$ cat config.mk
export PLATFORM = sky130hd
export DESIGN_NAME = axistream_packet_snooper
export DESIGN_NICKNAME = d
export VERILOG_FILES = /design/src/rtl/axistream_packet_snooper_pkg.sv /design/src/rtl/axistream_packet_snooper_lane_packer.sv /design/src/rtl/axistream_packet_snooper.sv
export SDC_FILE = /design/constraint.sdc
export NUM_CORES = 1
export LEC_CHECK = 0
export ABC_CLOCK_PERIOD_IN_PS = 3600
export BUFFER_PORTS_ARGS = -buffer_cell sky130_fd_sc_hd__buf_2
export CORE_MARGIN = 2
export CORE_UTILIZATION = 50
export CTS_CLUSTER_SIZE = 40
export DETAILED_ROUTE_END_ITERATION = 16
export PLACE_DENSITY = 0.74
export SLEW_MARGIN = 20
export SYNTH_ARGS = -nofsm -noshare
export SYNTH_HDL_FRONTEND = slang
export SYNTH_SLANG_ARGS = --single-unit
$ cat constraint.sdc
create_clock -name clk -period 3.6 [get_ports clk]
set_input_delay 0.36 -clock clk [delete_from_list [all_inputs] [get_ports clk]]
set_output_delay 0.36 -clock clk [all_outputs]
set_load 0.01 [all_outputs]
$ cat src/rtl/axistream_packet_snooper_pkg.sv
// Shared definitions for the AXI-Stream packet snooper: FSM encoding and
// elaboration-time helpers used to size lane, address and length fields.
package axistream_packet_snooper_pkg;

   typedef enum logic [1:0] {
      ST_RESYNC = 2'd0,   // waiting for a TLAST to regain packet alignment
      ST_IDLE   = 2'd1,   // aligned, next beat is the first beat of a packet
      ST_ACTIVE = 2'd2    // packet in progress, being written to memory
   } snoop_state_t;

   // Ceiling log2, returns 0 for values <= 1.
   function automatic int clog2(input int value);
      int result;
      int rem;
      result = 0;
      rem    = value - 1;
      while (rem > 0) begin
         result = result + 1;
         rem    = rem >> 1;
      end
      return result;
   endfunction

   // Lane counter width; one bit minimum so PACK=1 still has a legal vector.
   function automatic int lane_bits(input int pack);
      return (pack > 1) ? clog2(pack) : 1;
   endfunction

endpackage

$ cat src/rtl/axistream_packet_snooper_lane_packer.sv
// Lane packer: gathers PACK stream beats into one memory word, tracks the
// current lane and accumulates the packet byte count from TKEEP.
module axistream_packet_snooper_lane_packer
   import axistream_packet_snooper_pkg::*;
#(
   parameter int SNOOP_WIDTH = 32,
   parameter int MEM_WIDTH   = 64,
   parameter int CNT_WIDTH   = 14
) (
   input  logic                     clk,
   input  logic                     rst_n,
   input  logic                     take,
   input  logic                     clear,
   input  logic                     last,
   input  logic [SNOOP_WIDTH-1:0]   data,
   input  logic [SNOOP_WIDTH/8-1:0] keep,
   output logic                     emit,
   output logic [MEM_WIDTH-1:0]     word,
   output logic [CNT_WIDTH-1:0]     total
);

   localparam int PACK   = MEM_WIDTH / SNOOP_WIDTH;
   localparam int KEEP_W = SNOOP_WIDTH / 8;
   localparam int LANE_W = lane_bits(PACK);

   logic [LANE_W-1:0]    lane;
   logic [CNT_WIDTH-1:0] count;
   logic [MEM_WIDTH-1:0] gather;

   function automatic logic [CNT_WIDTH-1:0] popcount(input logic [KEEP_W-1:0] k);
      logic [CNT_WIDTH-1:0] n;
      n = '0;
      for (int i = 0; i < KEEP_W; i++) begin
         n = n + CNT_WIDTH'(k[i]);
      end
      return n;
   endfunction

   // Assemble the outgoing word: earlier lanes from the gather register, the
   // current beat in its lane, and zeros above it so stale lanes never leak.
   always_comb begin
      emit  = take && (last || (lane == LANE_W'(PACK - 1)));
      total = count + popcount(keep);
      word  = '0;
      for (int i = 0; i < PACK; i++) begin
         if (LANE_W'(i) < lane) begin
            word[i*SNOOP_WIDTH +: SNOOP_WIDTH] = gather[i*SNOOP_WIDTH +: SNOOP_WIDTH];
         end else if (LANE_W'(i) == lane) begin
            word[i*SNOOP_WIDTH +: SNOOP_WIDTH] = data;
         end
      end
   end

   // Lane position and running byte count; both restart on word/packet end or drop.
   always_ff @(posedge clk or negedge rst_n) begin
      if (!rst_n) begin
         lane  <= '0;
         count <= '0;
      end else if (clear) begin
         lane  <= '0;
         count <= '0;
      end else if (take) begin
         lane  <= emit ? '0 : lane + LANE_W'(1);
         count <= last ? '0 : total;
      end
   end

   // Gather register holds partially filled lanes; lanes at or above the
   // current lane are masked on output, so it needs no reset.
   always_ff @(posedge clk) begin
      if (take && !emit) begin
         for (int i = 0; i < PACK; i++) begin
            if (LANE_W'(i) == lane) begin
               gather[i*SNOOP_WIDTH +: SNOOP_WIDTH] <= data;
            end
         end
      end
   end

endmodule

$ cat src/rtl/axistream_packet_snooper.sv
// Passive AXI-Stream tap: copies whole packets into packet memory, packing
// several beats per word, and reports a drop when a packet cannot be stored.
module axistream_packet_snooper
   import axistream_packet_snooper_pkg::*;
#(
   parameter int SNOOP_WIDTH  = 32,
   parameter int MEM_WIDTH    = 64,
   parameter int ADDR_WIDTH   = 10,
   parameter int START_SYNCED = 0
) (
   input  logic                                      clk,
   input  logic                                      rst_n,
   input  logic [SNOOP_WIDTH-1:0]                    snoop_TDATA,
   input  logic [SNOOP_WIDTH/8-1:0]                  snoop_TKEEP,
   input  logic                                      snoop_TVALID,
   input  logic                                      snoop_TREADY,
   input  logic                                      snoop_TLAST,
   input  logic                                      mem_ready,
   output logic [ADDR_WIDTH-1:0]                     wr_addr,
   output logic [MEM_WIDTH-1:0]                      wr_data,
   output logic                                      wr_en,
   output logic                                      done,
   output logic [ADDR_WIDTH+clog2(MEM_WIDTH/8):0]    byte_len,
   output logic                                      drop
);

   localparam int LEN_W = ADDR_WIDTH + clog2(MEM_WIDTH / 8) + 1;

   snoop_state_t         state;
   snoop_state_t         state_nxt;
   logic                 beat;
   logic                 take;
   logic                 drop_now;
   logic                 pkt_end;
   logic                 emit;
   logic [ADDR_WIDTH-1:0] addr;
   logic                 addr_full;   // last legal word already written
   logic [MEM_WIDTH-1:0] word;
   logic [LEN_W-1:0]     total;

   assign beat    = snoop_TVALID && snoop_TREADY;
   assign pkt_end = take && snoop_TLAST;

   axistream_packet_snooper_lane_packer #(
      .SNOOP_WIDTH (SNOOP_WIDTH),
      .MEM_WIDTH   (MEM_WIDTH),
      .CNT_WIDTH   (LEN_W)
   ) u_packer (
      .clk   (clk),
      .rst_n (rst_n),
      .take  (take),
      .clear (drop_now),
      .last  (snoop_TLAST),
      .data  (snoop_TDATA),
      .keep  (snoop_TKEEP),
      .emit  (emit),
      .word  (word),
      .total (total)
   );

   // State register; reset lands in IDLE only when the link is known aligned.
   always_ff @(posedge clk or negedge rst_n) begin
      if (!rst_n) begin
         state <= (START_SYNCED != 0) ? ST_IDLE : ST_RESYNC;
      end else begin
         state <= state_nxt;
      end
   end

   // Next-state logic plus capture/drop decisions for the current beat.
   always_comb begin
      state_nxt = state;
      take      = 1'b0;
      drop_now  = 1'b0;
      case (state)
         ST_RESYNC: begin
            if (beat && snoop_TLAST) state_nxt = ST_IDLE;
         end
         ST_IDLE: begin
            if (beat) begin
               if (mem_ready) begin
                  take      = 1'b1;
                  state_nxt = snoop_TLAST ? ST_IDLE : ST_ACTIVE;
               end else begin
                  // Packet never started, so it is skipped silently.
                  state_nxt = snoop_TLAST ? ST_IDLE : ST_RESYNC;
               end
            end
         end
         ST_ACTIVE: begin
            if (beat) begin
               if (!mem_ready || addr_full) begin
                  drop_now  = 1'b1;
                  state_nxt = snoop_TLAST ? ST_IDLE : ST_RESYNC;
               end else begin
                  take = 1'b1;
                  if (snoop_TLAST) state_nxt = ST_IDLE;
               end
            end
         end
         default: state_nxt = ST_RESYNC;
      endcase
   end

   // Word address counter; the full flag catches a packet that needs one
   // word beyond the address space instead of letting it wrap to 0.
   always_ff @(posedge clk or negedge rst_n) begin
      if (!rst_n) begin
         addr      <= '0;
         addr_full <= 1'b0;
      end else if (drop_now || pkt_end) begin
         addr      <= '0;
         addr_full <= 1'b0;
      end else if (emit) begin
         if (addr == '1) addr_full <= 1'b1;
         addr <= addr + ADDR_WIDTH'(1);
      end
   end

   // Registered outputs, one cycle after the beat that completes a word.
   always_ff @(posedge clk or negedge rst_n) begin
      if (!rst_n) begin
         wr_en    <= 1'b0;
         wr_addr  <= '0;
         wr_data  <= '0;
         done     <= 1'b0;
         byte_len <= '0;
         drop     <= 1'b0;
      end else begin
         wr_en    <= emit;
         done     <= pkt_end;
         drop     <= drop_now;
         byte_len <= pkt_end ? total : '0;
         if (emit) begin
            wr_addr <= addr;
            wr_data <= word;
         end
      end
   end

endmodule
==> key figures, run 1 <==
STA
  – Post-layout min period: 2.595 ns
  – Layout Skew: 0.006670 ns
  – Final setup TNS: 0 ns
  – Post-route setup slack: 1.005 ns
  – RSZ-0062 raised after global routing: false
  – Max Clk Rate: 385.4 MHz
  – Final setup violation count: 0
  – Final worst-path cycle share: 72.07%
  – Hold Violations, Final: 0
  – WHS: 0.1433 ns
  – Slew Viols, Final: 0
  – Slew margin rel.: 48.09%
  – Slew @ Worst Pin: 0.7786 ns

Synth
  – Top FF cell, synth: dfrtp_1
  – Post-synth EDFFs: 32
  – Mapped cell area: 6457 µm²
  – Area contributors post-synth: dfrtp_1 (46%), edfxtp_1 (15%), nand2_1 (6.6%), o21ai_0 (6.4%), mux2i_1 (5.1%)
  – Area share of the largest cell type after synthesis: 46.12%
  – Post-synthesis async set-or-reset flop share: 78.81%
  – Cell variety after synth: 49
  – Mean Syn Cell Area: 10.98 µm²
  – Synth warn: 0
  – Largest area contributor in the netlist: dfrtp_1
  – Syn_nets: 642
  – Register area share after synthesis: 61.00%
  – Synth Register Bits: 151
  – Syn Inst Count: 588

Worst setup path
  – WP buf/inv: 3
  – Reg2reg start: state[1]
  – Crit path max fanout: 26
  – Worst-path cell chain: inv_1, ha_1, nand4_2, nor2_1, nand2_1, inv_1, buf_4, o21ai_0
  – Critical path class: reg -> reg
  – Worst r2r path cells: 8
  – CP arrival: 2.87 ns
  – CP top delay family: buffers and inverters
  – Setup crit end kind: flop
  – R2r endpoint: wr_data[57]
  – CP required: 3.87 ns
  – Critical Path Start Type: flop
  – CP peak stage delay: 0.40 ns
  – CP max stage cell: dfrtp_1
  – Most common cell on crit path: inv_1
  – R2R setup slack: 1.01 ns

Clock network
  – Clk root buf: clkbuf_16
  – H-tree levels: 4
  – CTS tree: yes
  – Later-pin clock latency in the skew report: 0.42 ns
  – Sink Count: 151
  – Worst-path clk slew: 0.06 ns
  – Total CTS buffers: 17
  – Clk buf depth: 2

Placed design
  – Hpwl dp: 10050 µm
  – Routability cong.: 0.8622
  – Pre-CTS setup slack: 0.7199 ns
  – IO Port Bufs: 132

Floorplan
  – Die Span Y: 117.6 µm
  – Die width: 117.6 µm
  – Io pins: 133
  – Starting Density: 51.17%
  – Num rows: 41
  – Die area: 13840 µm²
  – Core Box Area: 12620 µm²

Hold path
  – Hold Path Class: in -> reg
  – Worst hold path depth: 1
  – WHS Endpoint: u_packer.gather[21]
  – Hold_sp: snoop_TDATA[21]

GRT
  – Largest net degree at the start of global routing: 78
  – First-pass GRT wire length: 24870 µm
  – GRT Total Usage: 22.47%
  – GRT overflow: 0
  – Vias in the first global route: 4854
  – Initial antenna violation count: 0

Layout
  – Post-layout net count: 769
  – Antenna diodes: 0
  – Fill count: 1034
  – Layout area overhead: 22.13%
  – Commonest cells after routing, fill and taps aside: buf_2 (131), dfrtp_1 (118), nand2_1 (114)
  – Commonest non-fill, non-tap cell in the layout: buf_2
  – Layout cells sized above 1: 25.82%
  – Utilization after layout: 62.49%

Pwr
  – Leak pwr: 3.737 nW
  – PD cells: 713.3 nW/µm²
  – VDD IR max: 0.0002905 V
  – Design Power: 5.625 mW

Detailed routing
  – Vias/cell: 5.403
  – 1st-iter DRT viols: 430
  – DRC: 0
  – Routed Antenna Nets: 0
  – Drt first pass iters: 5
  – WL/cell: 16.71 µm
  – DR vias: 4863
  – Drt total wl: 15040 µm

Run
  – Max cap viols: 0

Outcome
  – Outcome: finished, final reports clean
[cell type report]
class	count	area [µm²]	share of cell area (%)
Tap cell	172	215.2	2.729
Inverter	20	75.07	0.9519
Clock buffer	18	429.2	5.442
Clock inverter	14	182.7	2.316
Multi-Input combinational cell	385	2306	29.24
Sequential cell	151	3940	49.96
Timing Repair Buffer	140	738.2	9.361
[worst max-delay path by stage]
stage                               from            endpoint  slack, ns  cells past startpoint
after floorplan                 state[0]  u_packer.gather[0]       0.46                      7
after global placement    snoop_TKEEP[0]        byte_len[12]       0.75                     12
after detailed placement  snoop_TKEEP[0]   u_packer.count[6]       0.72                     12
after CTS                       state[1]         wr_data[57]       0.99                      8
after global routing            state[1]         wr_data[57]       0.74                      8
final                           state[1]         wr_data[57]       1.01                      8
[flip-flops by register name, indices dropped and copies added (netlist names)]
name,flops
addr_full,1
done,1
wr_en,1
u_packer.lane,1
u_packer.gather,32
wr_data,64
state,2
drop,1
addr,10
byte_len,14
wr_addr,10
u_packer.count,14
[per-stage QoR]
stage               std cells  area (µm²)
floorplan                 588        6457
global placement          867        7264
detailed placement        867        7264
CTS                       900        7886
global route              900        7886
finish                    900        7886
[synth_stat cells, types with 3 or more instances]
library cell	instances
a211oi_1	3
a21o_1	3
a21oi_1	16
a31oi_1	7
and2_1	3
and3_1	4
buf_6	3
clkbuf_1	25
dfrtp_1	119
edfxtp_1	32
ha_1	10
inv_1	20
mux2_2	11
mux2i_1	33
nand2_1	114
nand3_1	11
nand4_1	6
nor2_1	25
nor3_1	3
o21ai_0	82
or3_1	6
xnor2_1	11
xor2_1	4
[layer usage]
layer / up-vias / track usage (%) / share of wire, %
met3: 24 / 4.893 / 5.3
met4: 0 / 7.982 / 1.7
met5: - / 0 / 0
li1: 2287 / - / -
met2: 157 / 36.74 / 50
met1: 2395 / 29.74 / 43
[power by group]
part	total [mW]	switching, mW	internal (mW)	leakage [nW]
sequential	2.41	0.287	2.13	1.87
combinational	1.38	0.786	0.589	1.58
clock	1.84	0.686	1.15	0.291
[repair_timing]
action / in CTS / in global routing
hold buffers: 1 / 0
endpoints found under the hold margin: 46 / 0
gates resized for setup: 0 / 0
setup endpoints to repair: 0 / 0
setup buffers: 0 / 0
[logic make-up after synthesis]
logic type               after synthesis  synth area share (%)
adder cells (fa/ha/maj)               12                 2.558
XOR/XNOR                              15                 2.034
flip-flops                           151                 61.00
AND/OR/NAND/NOR                      188                 12.96
buffers and inverters                 52                 3.410
AO/OA/AOI/OAI                        126                 11.01
multiplexers                          44                 7.034
Note: power is estimated with default switching activity, not from simulation.
==> inputs of run 2 (changes only) <==
--- a/config.mk
+++ b/config.mk
@@ -5,13 +5,13 @@
 export SDC_FILE = /design/constraint.sdc
 export NUM_CORES = 1
 export LEC_CHECK = 0
-export ABC_CLOCK_PERIOD_IN_PS = 3600
+export ABC_CLOCK_PERIOD_IN_PS = 2200
 export BUFFER_PORTS_ARGS = -buffer_cell sky130_fd_sc_hd__buf_2
 export CORE_MARGIN = 2
-export CORE_UTILIZATION = 50
+export CORE_UTILIZATION = 49
 export CTS_CLUSTER_SIZE = 40
 export DETAILED_ROUTE_END_ITERATION = 16
-export PLACE_DENSITY = 0.74
+export PLACE_DENSITY = 0.75
 export SLEW_MARGIN = 20
 export SYNTH_ARGS = -nofsm -noshare
 export SYNTH_HDL_FRONTEND = slang
==> constraint.sdc (replaced) <==
create_clock -name clk -period 2.2 [get_ports clk]
set_input_delay 0.22 -clock clk [delete_from_list [all_inputs] [get_ports clk]]
set_output_delay 0.22 -clock clk [all_outputs]
set_load 0.01 [all_outputs]
==> run 2 against run 1 <==
  * Critical path depth grew 2
  * Sequential power is 61% higher
  * Clock skew about the same
  * Non-clock buffer count up 32
  * Critical path type unchanged
  * Largest cell class unchanged
  * Count of clock-buffer cells in the layout increased by 6
  * Setup slack worse by 1.1 ns
  * Cell count rose by 3.6%
  * The run now ends with negative setup slack left
  * Flip-flop and latch count unchanged
==> key figures, run 2 (synthesis gave the netlist of run 1 again) <==
Floorplan
  – Die area: 14110 µm²
  – Starting Density: 50.76%
  – Die Span Y: 118.8 µm
  – Io pins: 133
  – Num rows: 41
  – Core Box Area: 12720 µm²
  – Die width: 118.8 µm

STA
  – Slew Viols, Final: 0
  – Slew margin rel.: 58.78%
  – Final setup violation count: 5
  – Final worst-path cycle share: 104.4%
  – Final setup TNS: -0.3522 ns
  – Slew @ Worst Pin: 0.6183 ns
  – Hold Violations, Final: 0
  – Post-layout min period: 2.297 ns
  – Layout Skew: 0.006393 ns
  – Post-route setup slack: -0.09729 ns
  – Max Clk Rate: 435.3 MHz
  – RSZ-0062 raised after global routing: true

Worst setup path
  – R2r endpoint: byte_len[10]
  – Worst r2r path cells: 10
  – CP required: 2.54 ns
  – R2R setup slack: -0.1 ns
  – Setup crit end kind: flop
  – Most common cell on crit path: inv_2
  – Critical Path Start Type: flop
  – Critical path class: reg -> reg
  – Reg2reg start: u_packer.count[0]
  – CP top delay family: adder cells
  – WP buf/inv: 3
  – CP max stage cell: fa_1
  – Crit path max fanout: 3
  – Worst-path cell chain: inv_2, fa_1, inv_2, ha_4, inv_2, fa_2, nand2b_4, a211o_1, xor2_1, nor2_1
  – CP peak stage delay: 0.43 ns
  – CP arrival: 2.64 ns

Layout
  – Flip-flop count of the largest register, all copies and words added: 64
  – Most flop-heavy register: wr_data
  – Antenna diodes: 0
  – Commonest cells after routing, fill and taps aside: buf_2 (131), dfrtp_1 (118), nand2_1 (114)
  – Top Registers: wr_data: 64 flops, u_packer.gather: 32 flops
  – Commonest non-fill, non-tap cell in the layout: buf_2
  – Layout area overhead: 29.59%
  – Post-layout net count: 801
  – Fin area: 8368 µm²
  – Layout cells sized above 1: 31.97%

Detailed routing
  – Vias/cell: 5.552
  – DR vias: 5174
  – Routed Antenna Nets: 0
  – 1st-iter DRT viols: 438
  – Drt first pass iters: 5
  – DRC: 0
  – WL/cell: 16.88 µm
  – Drt total wl: 15730 µm

Clock network
  – Total CTS buffers: 17
  – Worst-path clk slew: 0.06 ns
  – Clk buf depth: 2
  – CTS tree: yes
  – Later-pin clock latency in the skew report: 0.42 ns
  – Sink Count: 151
  – H-tree levels: 4
  – Clk root buf: clkbuf_16

Hold path
  – Hold_sp: snoop_TDATA[5]
  – Worst hold path depth: 1
  – WHS Endpoint: u_packer.gather[5]
  – Hold Path Class: in -> reg

GRT
  – GRT Total Usage: 22.95%
  – Initial antenna violation count: 0
  – Largest net degree at the start of global routing: 60
  – First-pass GRT wire length: 25720 µm
  – GRT overflow: 0
  – Vias in the first global route: 5217

Run
  – Max cap viols: 0

Pwr
  – Leak pwr: 3.929 nW
  – VDD IR max: 0.0005728 V
  – PD cells: 1133 nW/µm²

Placed design
  – Area after DPL: 7513 µm²
  – Hpwl dp: 10200 µm
  – Routability cong.: 0.8366
  – IO Port Bufs: 132

Outcome
  – Violated checks: negative setup slack
  – Outcome: finished, violations left
[run 2: cell types whose count changed in the layout (fill, tap and decap cells not counted), moves of 4 or more]
| cell | previous run | this run |
|---|---|---|
| a21oi_1 | 16 | 9 |
| a21oi_2 | 1 | 7 |
| buf_4 | 7 | 25 |
| buf_6 | 0 | 4 |
| clkbuf_8 | 0 | 4 |
| dlygate4sd3_1 | 1 | 8 |
| inv_1 | 20 | 16 |
| inv_2 | 0 | 4 |
| o21ai_0 | 82 | 75 |
| o21ai_1 | 0 | 5 |
| xnor2_1 | 11 | 7 |
| xnor2_2 | 0 | 4 |
[run 2: per-stage QoR]
stage	worst slack, ns	std cells	util (%)	hold slack, ns	power [mW]
final	-0.09729	932	65.77	0.01092	9.481
after global placement	-0.2646	888	59.06	0.2799	6.255
after detailed placement	-0.3423	888	59.06	0.2728	6.378
after global routing	-0.1917	932	65.77	0.0001621	9.976
after CTS	-0.1363	929	64.80	0.0005091	9.437
after floorplan	-0.1189	588	-	-0.07559	5.316
[run 2: what timing repair did]
action                     in CTS  in global routing
buffers inserted                2                  2
hold endpoints to repair       49                  1
gates resized for setup        11                 21
pin swaps                       7                  6
setup endpoints to repair      13                 52
hold buffers                    7                  1
[run 2: routing by layer]
metal	part of all wire (%)	vias up	track usage (%)
li1	-	2359	-
met1	43	2591	30.60
met2	49	189	37.14
met3	5.4	35	5.019
met4	2.0	0	8.185
met5	0	-	0
[run 2: final cells by class]
type | count | area (µm²)
clock buffer | 24 | 491.7
clock inverter | 8 | 120.1
fill | 970 | 4354
inverter | 20 | 75.07
multi-input combinational | 385 | 2477
sequential | 151 | 3940
tap | 172 | 215.2
timing repair buffer | 172 | 1049
[run 2: worst max path at each step]
stage	startpoint	to	cells after the start
2_1_floorplan	snoop_TKEEP[1]	u_packer.count[8]	11
3_3_place_gp	snoop_TKEEP[1]	u_packer.count[8]	12
3_5_place_dp	snoop_TKEEP[1]	byte_len[10]	12
4_1_cts	u_packer.count[0]	byte_len[10]	10
5_1_grt	u_packer.count[0]	byte_len[10]	10
6_report	u_packer.count[0]	byte_len[10]	10
[run 2: power by group]
part	internal, mW	switching (mW)	total (mW)	leakage [nW]
Sequential	3.48	0.412	3.89	1.87
Combinational	1.14	1.45	2.59	1.77
Clock	1.90	1.10	3.00	0.296
Total	6.52	2.96	9.48	3.93
